[config.mk]
export PLATFORM = sky130hd
export DESIGN_NAME = seq_alu
export DESIGN_NICKNAME = d
export VERILOG_FILES = /design/src/rtl/seq_alu.sv
export SDC_FILE = /design/constraint.sdc
export NUM_CORES = 1
export LEC_CHECK = 0
export BUFFER_PORTS_ARGS = -buffer_cell sky130_fd_sc_hd__clkbuf_2
export CAP_MARGIN = 20
export CORE_ASPECT_RATIO = 0.5
export CORE_MARGIN = 5
export CORE_UTILIZATION = 38
export CTS_CLUSTER_SIZE = 28
export DETAILED_ROUTE_END_ITERATION = 7
export SKIP_CTS_REPAIR_TIMING = 1
export SLEW_MARGIN = 20
export SYNTH_ARGS = -nofsm -noshare
export SYNTH_HDL_FRONTEND = slang
export SYNTH_SLANG_ARGS = --single-unit
[constraint.sdc]
create_clock -name clk -period 5.99 [get_ports clk]
set_clock_uncertainty 0.2 [all_clocks]
set_input_delay 0.599 -clock clk [delete_from_list [all_inputs] [get_ports clk]]
set_output_delay 0.599 -clock clk [all_outputs]
set_load 0.05 [all_outputs]
[src/rtl/seq_alu.sv]
// rtl/seq_alu.sv - handshaked two's-complement ALU with single-cycle ops and a shift-add multiplier
// Results and flags are registered on entry to DONE and held until the sink takes them.
module seq_alu #(
  parameter int WIDTH = 8
) (
  input  logic             clk,
  input  logic             rst,
  input  logic             in_valid,
  output logic             in_ready,
  input  logic [2:0]       func,
  input  logic [WIDTH-1:0] a,
  input  logic [WIDTH-1:0] b,
  output logic             out_valid,
  input  logic             out_ready,
  output logic [WIDTH-1:0] result,
  output logic             carry,
  output logic             overflow,
  output logic             zero
);

  localparam int MSB = WIDTH - 1;
  localparam int CW  = (WIDTH > 2) ? $clog2(WIDTH) : 1;

  localparam logic [2:0] F_ADD = 3'd0;
  localparam logic [2:0] F_SUB = 3'd1;
  localparam logic [2:0] F_NOT = 3'd2;
  localparam logic [2:0] F_AND = 3'd3;
  localparam logic [2:0] F_OR  = 3'd4;
  localparam logic [2:0] F_XOR = 3'd5;
  localparam logic [2:0] F_SLT = 3'd6;
  localparam logic [2:0] F_MUL = 3'd7;

  typedef enum logic [1:0] {S_IDLE, S_BUSY, S_DONE} state_t;

  state_t             r_state;
  logic [2*WIDTH-1:0] r_acc;
  logic [2*WIDTH-1:0] r_mcand;
  logic [WIDTH-1:0]   r_mplier;
  logic [CW-1:0]      r_cnt;
  logic               r_out_valid;
  logic [WIDTH-1:0]   r_result;
  logic               r_carry;
  logic               r_overflow;
  logic               r_zero;

  logic               w_hs;
  logic [WIDTH:0]     w_sum;
  logic [WIDTH-1:0]   w_res;
  logic               w_c;
  logic               w_v;
  logic [2*WIDTH-1:0] w_acc_next;

  assign in_ready  = !rst && (r_state == S_IDLE || (r_state == S_DONE && out_ready));
  assign w_hs      = in_valid && in_ready;
  assign out_valid = r_out_valid;
  assign result    = r_result;
  assign carry     = r_carry;
  assign overflow  = r_overflow;
  assign zero      = r_zero;

  always_comb begin
    w_sum = '0;
    w_res = '0;
    w_c   = 1'b0;
    w_v   = 1'b0;
    case (func)
      F_ADD: begin
        w_sum = {1'b0, a} + {1'b0, b};
        w_res = w_sum[WIDTH-1:0];
        w_c   = w_sum[WIDTH];
        w_v   = (a[MSB] == b[MSB]) && (w_res[MSB] != a[MSB]);
      end
      F_SUB: begin
        // carry out of a + ~b + 1 is the no-borrow indication
        w_sum = {1'b0, a} + {1'b0, ~b} + (WIDTH+1)'(1);
        w_res = w_sum[WIDTH-1:0];
        w_c   = w_sum[WIDTH];
        w_v   = (a[MSB] != b[MSB]) && (w_res[MSB] != a[MSB]);
      end
      F_NOT:   w_res = ~a;
      F_AND:   w_res = a & b;
      F_OR:    w_res = a | b;
      F_XOR:   w_res = a ^ b;
      F_SLT:   w_res = {{(WIDTH-1){1'b0}}, ($signed(a) < $signed(b))};
      default: w_res = '0;
    endcase
  end

  assign w_acc_next = r_acc + (r_mplier[0] ? r_mcand : '0);

  always_ff @(posedge clk) begin
    if (rst) begin
      r_state     <= S_IDLE;
      r_acc       <= '0;
      r_mcand     <= '0;
      r_mplier    <= '0;
      r_cnt       <= '0;
      r_out_valid <= 1'b0;
      r_result    <= '0;
      r_carry     <= 1'b0;
      r_overflow  <= 1'b0;
      r_zero      <= 1'b0;
    end else if (w_hs) begin
      if (func == F_MUL) begin
        r_state     <= S_BUSY;
        r_out_valid <= 1'b0;
        r_acc       <= '0;
        r_mcand     <= {{WIDTH{1'b0}}, a};
        r_mplier    <= b;
        r_cnt       <= '0;
      end else begin
        r_state     <= S_DONE;
        r_out_valid <= 1'b1;
        r_result    <= w_res;
        r_carry     <= w_c;
        r_overflow  <= w_v;
        r_zero      <= (w_res == '0);
      end
    end else begin
      case (r_state)
        S_BUSY: begin
          r_acc    <= w_acc_next;
          r_mcand  <= r_mcand << 1;
          r_mplier <= r_mplier >> 1;
          r_cnt    <= r_cnt + CW'(1);
          // the last partial product goes straight into the output registers
          if (r_cnt == CW'(WIDTH - 1)) begin
            r_state     <= S_DONE;
            r_out_valid <= 1'b1;
            r_result    <= w_acc_next[WIDTH-1:0];
            r_carry     <= 1'b0;
            r_overflow  <= (w_acc_next[2*WIDTH-1:WIDTH] != '0);
            r_zero      <= (w_acc_next[WIDTH-1:0] == '0);
          end
        end
        S_DONE: begin
          if (out_ready) begin
            r_state     <= S_IDLE;
            r_out_valid <= 1'b0;
          end
        end
        default: r_state <= S_IDLE;
      endcase
    end
  end

endmodule

==> flow_metrics.env, run 1 <==
export IMPL_critPathKind="in2reg"
export IMPL_leakagePower_uw=0.00204
export IMPL_grt_max_degree=57
export IMPL_port_buffers=35
export IMPL_place_area_mm2=0.00475
export IMPL_clkPwrFrac=0.467
export IMPL_synthFlopType="dfxtp_1"
export IMPL_fin_tns_setup_ns=0
export IMPL_mostFrequentLayoutCell="nand2_1"
export IMPL_timing_final_crit_share=0.564
export IMPL_worst_path_buf_inv=3
export IMPL_p_comb_frac=0.177
export IMPL_fmax_mhz=296
export IMPL_drc=0
export IMPL_slew_viol_final=0
export IMPL_core_area_mm2=0.0117
export IMPL_synth_top_area_cell="dfxtp_1"
export IMPL_insertion_delay_ns=0.33
export IMPL_power_switching_uw=327
export IMPL_wirelength_um=12400
export IMPL_p_per_area_mw_per_mm2=221
export IMPL_most_common_layout_cells="nand2_1 (68), nor2_1 (58), dfxtp_1 (57)"
export IMPL_sw_frac_of_total=0.293
export IMPL_rrSetupSlack_ns=2.79
export IMPL_fin_cells=780
export IMPL_ys_types=70
export IMPL_cp_slowest_cell="nand3_1"
export IMPL_grt_pass1_vias=4165
export IMPL_htreeDepth=3
export IMPL_clk_pin_slew_ns=0.06
export IMPL_via_per_inst=5.52
export IMPL_initial_core_util=0.384
export IMPL_worst_setup_path_start_kind="input pin"
export IMPL_dp_cells=764
export IMPL_hold_depth=2
export IMPL_worstMarginPinSlew_ns=0.951
export IMPL_cp_max_fo=56
export IMPL_slowest_delay_ns=0.69
export IMPL_via_count=4308
export IMPL_dp_hpwl_um=9060
export IMPL_async_flop_share=0
export IMPL_r2r_end="overflow"
export IMPL_worstRegToRegCells=10
export IMPL_cp_required_ns=6.03
export IMPL_vdd_drop_max_mv=0.162
export IMPL_syn_inst=596
export IMPL_cp_cell_sequence="clkbuf_2 -> buf_4 -> nor2_1 -> nand3_1 -> or2_1 -> buf_4 -> nand2_2 -> nor2_1 -> a311oi_1"
export IMPL_grt_pass1_wl_um=21100
export IMPL_syn2layout_area_growth_pct=12.7
export IMPL_syn_nets=665
export IMPL_diodes=0
export IMPL_synth_area_mm2=0.00449
export IMPL_fin_hold_ws_ns=0.264
export IMPL_dr_pass1_iters=4
export IMPL_synth_top_area_share=0.254
export IMPL_min_from="r_mcand[8]"
export IMPL_fin_area_mm2=0.00506
export IMPL_setup_viol=0
export IMPL_slew_headroom=0.358
export IMPL_synth_seq_area_share=0.254
export IMPL_intPower_uw=789
export IMPL_regToRegStartpoint="r_mplier[0]"
export IMPL_rsz0062_at_grt="no"
export IMPL_final_layout_size_suffix_gt1_frac=0.112
export IMPL_die_h_um=86.9
export IMPL_whs_endpoint="r_mcand[9]"
export IMPL_nNetsFinal=679
export IMPL_drtIter0Drc=262
export IMPL_hold_violations=0
export IMPL_crit_family="simple AND/OR/NAND/NOR gates"
export IMPL_avgRoutedWirePerCell_um=15.9
export IMPL_synth_edf_count=0
export IMPL_io_pins=36
export IMPL_p_seq_frac=0.356
export IMPL_n_fill_cell=1227
export IMPL_clockBufferDepth=2
export IMPL_finalCriticalPeriod_ns=3.38
export IMPL_cts_sinks=57
export IMPL_cts_tree="done"
export IMPL_track_usage=0.182
export IMPL_ant_nets=0
export IMPL_overflow=0
export IMPL_cts_made_buffers=9
export IMPL_dieArea_mm2=0.0142
export IMPL_num_rows=28
export IMPL_die_x_um=164
export IMPL_place_gp_congestion=0.862
export IMPL_yosysWarnings=0
export IMPL_root_buffer="clkbuf_16"
export IMPL_critPathArrivalTime_ns=3.41
export IMPL_crit_path_end_kind="register"
export IMPL_synth_avg_cell_area_um2=7.53
export IMPL_ys_seq_elements=57
export IMPL_antenna_found_initial=0
export IMPL_drv_cap=0
export IMPL_status="finished, final reports clean"
export IMPL_hold_path_class="reg2reg"
export IMPL_yosys_top_cells_area="dfxtp_1 (25%), ha_1 (12%), a21oi_1 (6.0%)"
sequential cells by signal, indices dropped and copies added (netlist names):
register,flops
carry,1
r_state,2
r_mplier,8
zero,1
r_cnt,3
out_valid,1
result,8
overflow,1
r_acc,16
r_mcand,16
power groups by stage:
stage / logic (µW) / clock network [µW] / registers (µW)
after floorplan: 127 / 0 / 420
after global placement: 194 / 0 / 405
after detailed placement: 196 / 0 / 405
after CTS: 197 / 528 / 397
after global routing: 218 / 544 / 398
final: 197 / 521 / 397
synth_stat cells, types with 7 or more instances:
cell and count:
nand2_1 68, nor2_1 58, dfxtp_1 57, a21oi_1 54, ha_1 43, nand3_1 36, inv_1 32, clkbuf_1 23
o21ai_0 21, and2_1 19, nor3_1 16, a311oi_1 15, xnor2_1 10, buf_2 9, a22oi_1 7, nand2b_1 7
worst max-delay path by stage:
stage	from	endpoint	cells past startpoint
after floorplan	a[0]	result[6]	11
after global placement	rst	r_mplier[1]	9
after detailed placement	rst	r_mplier[4]	9
after CTS	rst	r_mplier[0]	9
after global routing	rst	r_mplier[6]	9
final	rst	r_mplier[6]	9
final cells by class:
cell class              count  area (µm²)  share of cell area
clock buffers              10         239              0.0472
repair buffers             39         205              0.0406
well taps                 165         206              0.0408
inverters                  33         124              0.0245
flip-flops and latches     57        1140               0.226
clock inverters             6        66.3              0.0131
multi-input cells         470        3080               0.608
through the flow:
stage | setup slack, ns | power (µW) | utilization
after floorplan | 3.00 | 547 | -
after global placement | 2.40 | 599 | 0.406
after detailed placement | 2.30 | 601 | 0.406
after CTS | 2.64 | 1120 | 0.432
after global routing | 2.25 | 1160 | 0.432
final | 2.61 | 1120 | 0.432
cells by family (layout without fill, tap and decap cells):
| logic type | after synthesis | in the layout | synth area share |
|---|---|---|---|
| simple gates | 240 | 240 | 0.255 |
| compound gates | 165 | 165 | 0.253 |
| buf+inv | 69 | 88 | 0.0610 |
| flops | 57 | 57 | 0.254 |
| fa+ha+maj | 46 | 46 | 0.133 |
| xor+xnor | 15 | 15 | 0.0293 |
| mux | 4 | 4 | 0.0145 |
layer usage:
layer / vias to the layer above / routed length [µm] / GRT usage
li1: 2177 / - / -
met1: 2017 / 6190 / 0.261
met3: 16 / 565 / 0.0241
met5: - / 0 / 0
met2: 98 / 5410 / 0.287
met4: 0 / 220 / 0.0540
tightest hold or removal path, cell delays in order (launching register included):
cell     delay [ns]
dfxtp_1        0.31
nand2_1        0.05
a21oi_1        0.05
Note: power is estimated with default switching activity, not from simulation.
==> inputs of run 2 (changes only) <==
--- a/config.mk
+++ b/config.mk
@@ -5,6 +5,7 @@
 export SDC_FILE = /design/constraint.sdc
 export NUM_CORES = 1
 export LEC_CHECK = 0
+export ABC_AREA = 1
 export BUFFER_PORTS_ARGS = -buffer_cell sky130_fd_sc_hd__clkbuf_2
 export CAP_MARGIN = 20
 export CORE_ASPECT_RATIO = 0.5
==> constraint.sdc (replaced) <==
create_clock -name clk -period 3.45 [get_ports clk]
set_clock_uncertainty 0.2 [all_clocks]
set_input_delay 0.345 -clock clk [delete_from_list [all_inputs] [get_ports clk]]
set_output_delay 0.345 -clock clk [all_outputs]
set_load 0.05 [all_outputs]
==> run 2 against run 1 <==
Combinational power is 66% higher. Critical path type is now reg2reg. Flip-flop and latch count stayed put. Utilization is 0.81 points higher. Non-clock buffer count stayed put. Register-to-register slack worse by 2.1 ns. Worst setup slack worse by 1.9 ns. First-iteration DRC count is 6.5% higher. Power is 64% higher. Cell area is 4.3% higher.
==> flow_metrics.env, run 2 <==
export IMPL_yosysWarnings=0
export IMPL_most_common_layout_cells="nand2_1 (265), inv_1 (102), nand3_1 (63)"
export IMPL_worstMarginPinSlew_ns=0.676
export IMPL_rsz0062_at_grt="no"
export IMPL_worstRegToRegCells=15
export IMPL_async_flop_share=0
export IMPL_setup_viol=0
export IMPL_crit_top_cell="nand2_1"
export IMPL_nNetsFinal=862
export IMPL_avgRoutedWirePerCell_um=13.5
export IMPL_drv_cap=0
export IMPL_fin_area_mm2=0.00528
export IMPL_overflow=0
export IMPL_cp_slowest_cell="dfxtp_1"
export IMPL_ys_types=39
export IMPL_num_rows=28
export IMPL_grt_pass1_vias=4626
export IMPL_synth_top_area_cell="dfxtp_1"
export IMPL_via_per_inst=5.08
export IMPL_critPathArrivalTime_ns=2.71
export IMPL_synth_top_area_share=0.242
export IMPL_clkPwrFrac=0.443
export IMPL_htreeDepth=3
export IMPL_mostFrequentLayoutCell="nand2_1"
export IMPL_p_per_area_mw_per_mm2=347
export IMPL_synth_edf_count=0
export IMPL_synth_seq_area_share=0.242
export IMPL_fmax_mhz=368
export IMPL_place_area_mm2=0.00501
export IMPL_cp_required_ns=3.45
export IMPL_track_usage=0.181
export IMPL_worst_setup_path_start_kind="register"
export IMPL_regToRegStartpoint="r_mplier[0]"
export IMPL_r2r_end="overflow"
export IMPL_grt_max_degree=34
export IMPL_sw_frac_of_total=0.297
export IMPL_grt_pass1_wl_um=22200
export IMPL_place_gp_congestion=0.906
export IMPL_syn2layout_area_growth_pct=11.7
export IMPL_synth_area_mm2=0.00472
export IMPL_wirelength_um=13000
export IMPL_insertion_delay_ns=0.32
export IMPL_synth_avg_cell_area_um2=6.15
export IMPL_p_comb_frac=0.180
export IMPL_whs_endpoint="r_mplier[3]"
export IMPL_leakagePower_uw=0.00272
export IMPL_ant_nets=0
export IMPL_ys_seq_elements=57
export IMPL_slowest_delay_ns=0.74
export IMPL_yosys_top_cells_area="dfxtp_1 (24%), nand2_1 (21%), ha_1 (11%)"
export IMPL_finalCriticalPeriod_ns=2.72
export IMPL_rrSetupSlack_ns=0.73
export IMPL_synth_most_common_cell="nand2_1"
export IMPL_port_buffers=35
export IMPL_vdd_drop_max_mv=0.246
export IMPL_cts_sinks=57
export IMPL_timing_final_crit_share=0.787
export IMPL_power_uw=1830
export IMPL_synth_common_cells="nand2_1 (265), inv_1 (102), nand3_1 (63)"
export IMPL_drtIter0Drc=279
export IMPL_crit_path_end_kind="register"
export IMPL_cp_cell_sequence="nand2_1 -> inv_1 -> ha_1 -> fa_1 -> nand3_1 -> nand3_1 -> nand2_1 -> nand2_1 -> nand2_1 -> nand2_1 -> nand3_1 -> nor2_1 -> nand2_1 -> nand2_1 -> a21oi_1"
export IMPL_power_switching_uw=542
export IMPL_fin_hold_ws_ns=0.127
export IMPL_core_area_mm2=0.0120
export IMPL_critPathKind="reg2reg"
export IMPL_clockBufferDepth=2
export IMPL_root_buffer="clkbuf_16"
export IMPL_syn_inst=768
export IMPL_hold_violations=0
export IMPL_hold_path_class="in2reg"
export IMPL_intPower_uw=1290
export IMPL_synthFlopType="dfxtp_1"
export IMPL_hold_depth=3
export IMPL_via_count=4878
export IMPL_slew_viol_final=0
export IMPL_syn_nets=837
export IMPL_n_fill_cell=1303
export IMPL_final_layout_size_suffix_gt1_frac=0.0967
export IMPL_top_regs="r_acc (16), r_mcand (16)"
export IMPL_p_seq_frac=0.377
export IMPL_min_from="b[3]"
export IMPL_initial_core_util=0.394
export IMPL_slew_headroom=0.549
export IMPL_cts_tree="done"
export IMPL_cts_made_buffers=9
export IMPL_dp_hpwl_um=9840
export IMPL_dieArea_mm2=0.0149
export IMPL_cp_max_fo=17
export IMPL_die_h_um=88.8
export IMPL_clk_pin_slew_ns=0.05
export IMPL_fin_tns_setup_ns=0
export IMPL_io_pins=36
export IMPL_drc=0
export IMPL_status="finished, final reports clean"
export IMPL_die_x_um=168
export IMPL_dr_pass1_iters=5
export IMPL_diodes=0
export IMPL_antenna_found_initial=0
==> run 2: power by group through the flow <==
stage               Sequential (µW)  Combinational, µW  Clock [µW]
floorplan                       730                206           0
detailed placement              704                327           0
global route                    692                368         859
CTS                             690                328         827
finish                          690                328         810
global placement                704                325           0
==> run 2: worst max path at each step <==
stage | startpoint | endpoint | slack, ns
floorplan | r_mplier[0] | r_acc[7] | 1.02
global placement | r_mplier[0] | overflow | 0.78
detailed placement | r_mplier[0] | overflow | 0.73
CTS | r_mplier[0] | overflow | 0.74
global route | r_mplier[0] | zero | 0.41
finish | r_mplier[0] | overflow | 0.73
==> run 2: critical path, delay by kind of cell (launching register included) <==
family	cells	cell delay, ns
DFF	1	0.74
AOI/OAI and AO/OA	1	0.06
and+or+nand+nor	11	1.02
buffers and inverters	1	0.08
adders and majority gates	2	0.50
==> run 2: layout make-up <==
| class | instances | area (µm²) | area share |
|---|---|---|---|
| Clock inverter | 3 | 17.5 | 0.00332 |
| Sequential cell | 57 | 1140 | 0.216 |
| Tap cell | 165 | 206 | 0.0391 |
| Timing Repair Buffer | 39 | 205 | 0.0389 |
| Multi-Input combinational cell | 577 | 3050 | 0.577 |
| Clock buffer | 11 | 253 | 0.0479 |
| Inverter | 109 | 409 | 0.0775 |
==> run 2: through the flow <==
step | setup WS, ns | utilization | instances
6_report | 0.735 | 0.440 | 961
5_1_grt | 0.406 | 0.440 | 961
4_1_cts | 0.738 | 0.440 | 961
3_5_place_dp | 0.734 | 0.418 | 947
3_3_place_gp | 0.777 | 0.418 | 947
2_1_floorplan | 1.02 | - | 768
==> run 2: metal layers <==
layer	vias to the layer above	track usage	wire length (µm)
met5	-	0	0
met4	0	0.0552	242
met3	16	0.0232	492
met2	121	0.311	5980
met1	2223	0.241	6240
li1	2518	-	-
==> run 2: kinds of logic (layout without fill, tap and decap cells) <==
| family | after synthesis | after routing | synth area share |
|---|---|---|---|
| buf+inv | 134 | 162 | 0.114 |
| simple gates | 400 | 400 | 0.362 |
| fa+ha+maj | 46 | 46 | 0.127 |
| compound gates | 123 | 123 | 0.141 |
| flops | 57 | 57 | 0.242 |
| xor+xnor | 8 | 8 | 0.0148 |
==> inputs of run 3 (changes only) <==
==> constraint.sdc (replaced) <==
create_clock -name clk -period 2.7 [get_ports clk]
set_clock_uncertainty 0.2 [all_clocks]
set_input_delay 0.27 -clock clk [delete_from_list [all_inputs] [get_ports clk]]
set_output_delay 0.27 -clock clk [all_outputs]
set_load 0.05 [all_outputs]
==> run 3 against run 2 <==
Flip-flop and latch count stayed put. Critical endpoint is now zero. Largest cell class unchanged. Clock-buffer cell count is 1 lower. Sequential share of layout area is 0.49 points lower. Clock power is 52% higher. Global-route usage is 0.34 points higher. Critical path type unchanged. Highest routed layer unchanged.
==> flow_metrics.env, run 3 (synthesized netlist as in run 2, its figures left out) <==
export IMPL_track_usage=0.184
export IMPL_power_switching_uw=739
export IMPL_io_pins=36
export IMPL_initial_core_util=0.394
export IMPL_hold_depth=3
export IMPL_slew_viol_final=0
export IMPL_nNetsFinal=867
export IMPL_intPower_uw=1800
export IMPL_final_layout_size_suffix_gt1_frac=0.118
export IMPL_die_h_um=88.8
export IMPL_fmax_mhz=409
export IMPL_via_count=4875
export IMPL_mostFrequentLayoutCell="nand2_1"
export IMPL_n_fill_cell=1282
export IMPL_p_seq_frac=0.346
export IMPL_overflow=0
export IMPL_via_per_inst=5.04
export IMPL_wirelength_um=13300
export IMPL_rrSetupSlack_ns=0.26
export IMPL_critPathArrivalTime_ns=2.51
export IMPL_drtIter0Drc=257
export IMPL_num_rows=28
export IMPL_sw_frac_of_total=0.291
export IMPL_crit_path_end_kind="register"
export IMPL_grt_pass1_wl_um=22300
export IMPL_vdd_drop_max_mv=0.327
export IMPL_port_buffers=35
export IMPL_timing_final_crit_share=0.905
export IMPL_drv_cap=0
export IMPL_core_area_mm2=0.0120
export IMPL_slew_headroom=0.558
export IMPL_place_area_mm2=0.00504
export IMPL_finalCriticalPeriod_ns=2.44
export IMPL_whs_endpoint="r_mplier[3]"
export IMPL_status="finished, final reports clean"
export IMPL_drc=0
export IMPL_avgRoutedWirePerCell_um=13.7
export IMPL_power_uw=2540
export IMPL_r2r_end="zero"
export IMPL_die_x_um=168
export IMPL_cp_required_ns=2.76
export IMPL_hold_path_class="in2reg"
export IMPL_diodes=0
export IMPL_cp_max_fo=9
export IMPL_worst_setup_path_start_kind="register"
export IMPL_worstMarginPinSlew_ns=0.662
export IMPL_p_comb_frac=0.169
export IMPL_hold_violations=0
export IMPL_regToRegStartpoint="r_mplier[0]"
export IMPL_place_gp_congestion=0.870
export IMPL_fin_area_mm2=0.00542
export IMPL_dp_hpwl_um=10100
export IMPL_dr_pass1_iters=6
export IMPL_ant_nets=0
export IMPL_worstRegToRegCells=12
export IMPL_htreeDepth=3
export IMPL_min_from="b[3]"
export IMPL_critPathKind="reg2reg"
export IMPL_clkPwrFrac=0.485
export IMPL_cts_made_buffers=9
export IMPL_cts_sinks=57
export IMPL_dieArea_mm2=0.0149
export IMPL_syn2layout_area_growth_pct=14.7
export IMPL_leakagePower_uw=0.00276
export IMPL_cts_tree="done"
export IMPL_clk_pin_slew_ns=0.06
export IMPL_grt_pass1_vias=4658
export IMPL_insertion_delay_ns=0.33
export IMPL_p_per_area_mw_per_mm2=469
export IMPL_root_buffer="clkbuf_16"
export IMPL_clockBufferDepth=2
export IMPL_antenna_found_initial=0
export IMPL_setup_viol=0
export IMPL_most_common_layout_cells="nand2_1 (263), inv_1 (102), nand3_1 (63)"
export IMPL_top_regs="r_acc (16), r_mcand (16)"
export IMPL_grt_max_degree=33
==> run 3: cell count changes in the layout (fill, tap and decap cells not counted), moves of 3 or more <==
cell,change
nor2_2,+4
ha_1,-3
nor2_1,-4
buf_4,+5
==> run 3: metrics by stage <==
step                      setup TNS [ns]  worst slack [ns]  hold slack [ns]   util  instances
after global routing             -0.0154           -0.0154           0.0578  0.452        968
final                                  0             0.257           0.0429  0.452        968
after detailed placement               0             0.167            0.257  0.421        952
after global placement                 0             0.140            0.249  0.421        952
after CTS                              0             0.122           0.0348  0.448        968
after floorplan                        0             0.271            0.231      -        768
==> run 3: worst max path at each step <==
stage | startpoint | end | slack (ns) | cells after the start
2_1_floorplan | r_mplier[0] | r_acc[7] | 0.27 | 13
3_3_place_gp | r_mplier[0] | overflow | 0.14 | 16
3_5_place_dp | r_mplier[0] | overflow | 0.17 | 16
4_1_cts | r_mplier[0] | overflow | 0.12 | 16
5_1_grt | r_mplier[0] | overflow | -0.02 | 16
6_report | r_mplier[0] | zero | 0.26 | 12
==> run 3: final cells by class <==
class                           instances  area, µm²  area share
Multi-Input combinational cell        577       3100       0.571
Sequential cell                        57       1140       0.211
Inverter                              109        409      0.0755
Timing Repair Buffer                   44        243      0.0448
Clock buffer                           10        229      0.0423
Tap cell                              165        206      0.0381
Clock inverter                          6       91.3      0.0169
==> run 3: power by group through the flow <==
stage / Clock (µW) / Sequential [µW] / Combinational, µW
floorplan: 0 / 933 / 264
global placement: 0 / 897 / 426
detailed placement: 0 / 897 / 425
CTS: 1260 / 879 / 427
global route: 1300 / 882 / 478
finish: 1230 / 879 / 430
==> run 3: critical path, stage by stage (launching register included) <==
cell and delay [ns]:
dfxtp_4 0.38, nand2_1 0.06, inv_1 0.04, ha_1 0.22, fa_1 0.45, xnor2_1 0.22, nand2_1 0.11, nor3_1 0.16
nor3b_1 0.19, nand3_1 0.09, nand2_1 0.08, inv_1 0.04, a21oi_1 0.13
==> run 3: routing by layer <==
metal | routed length, µm | track usage | vias to the layer above
met5 | 0 | 0 | -
met2 | 6030 | 0.317 | 101
met3 | 513 | 0.0303 | 18
met1 | 6450 | 0.238 | 2220
met4 | 256 | 0.0663 | 0
li1 | - | - | 2536
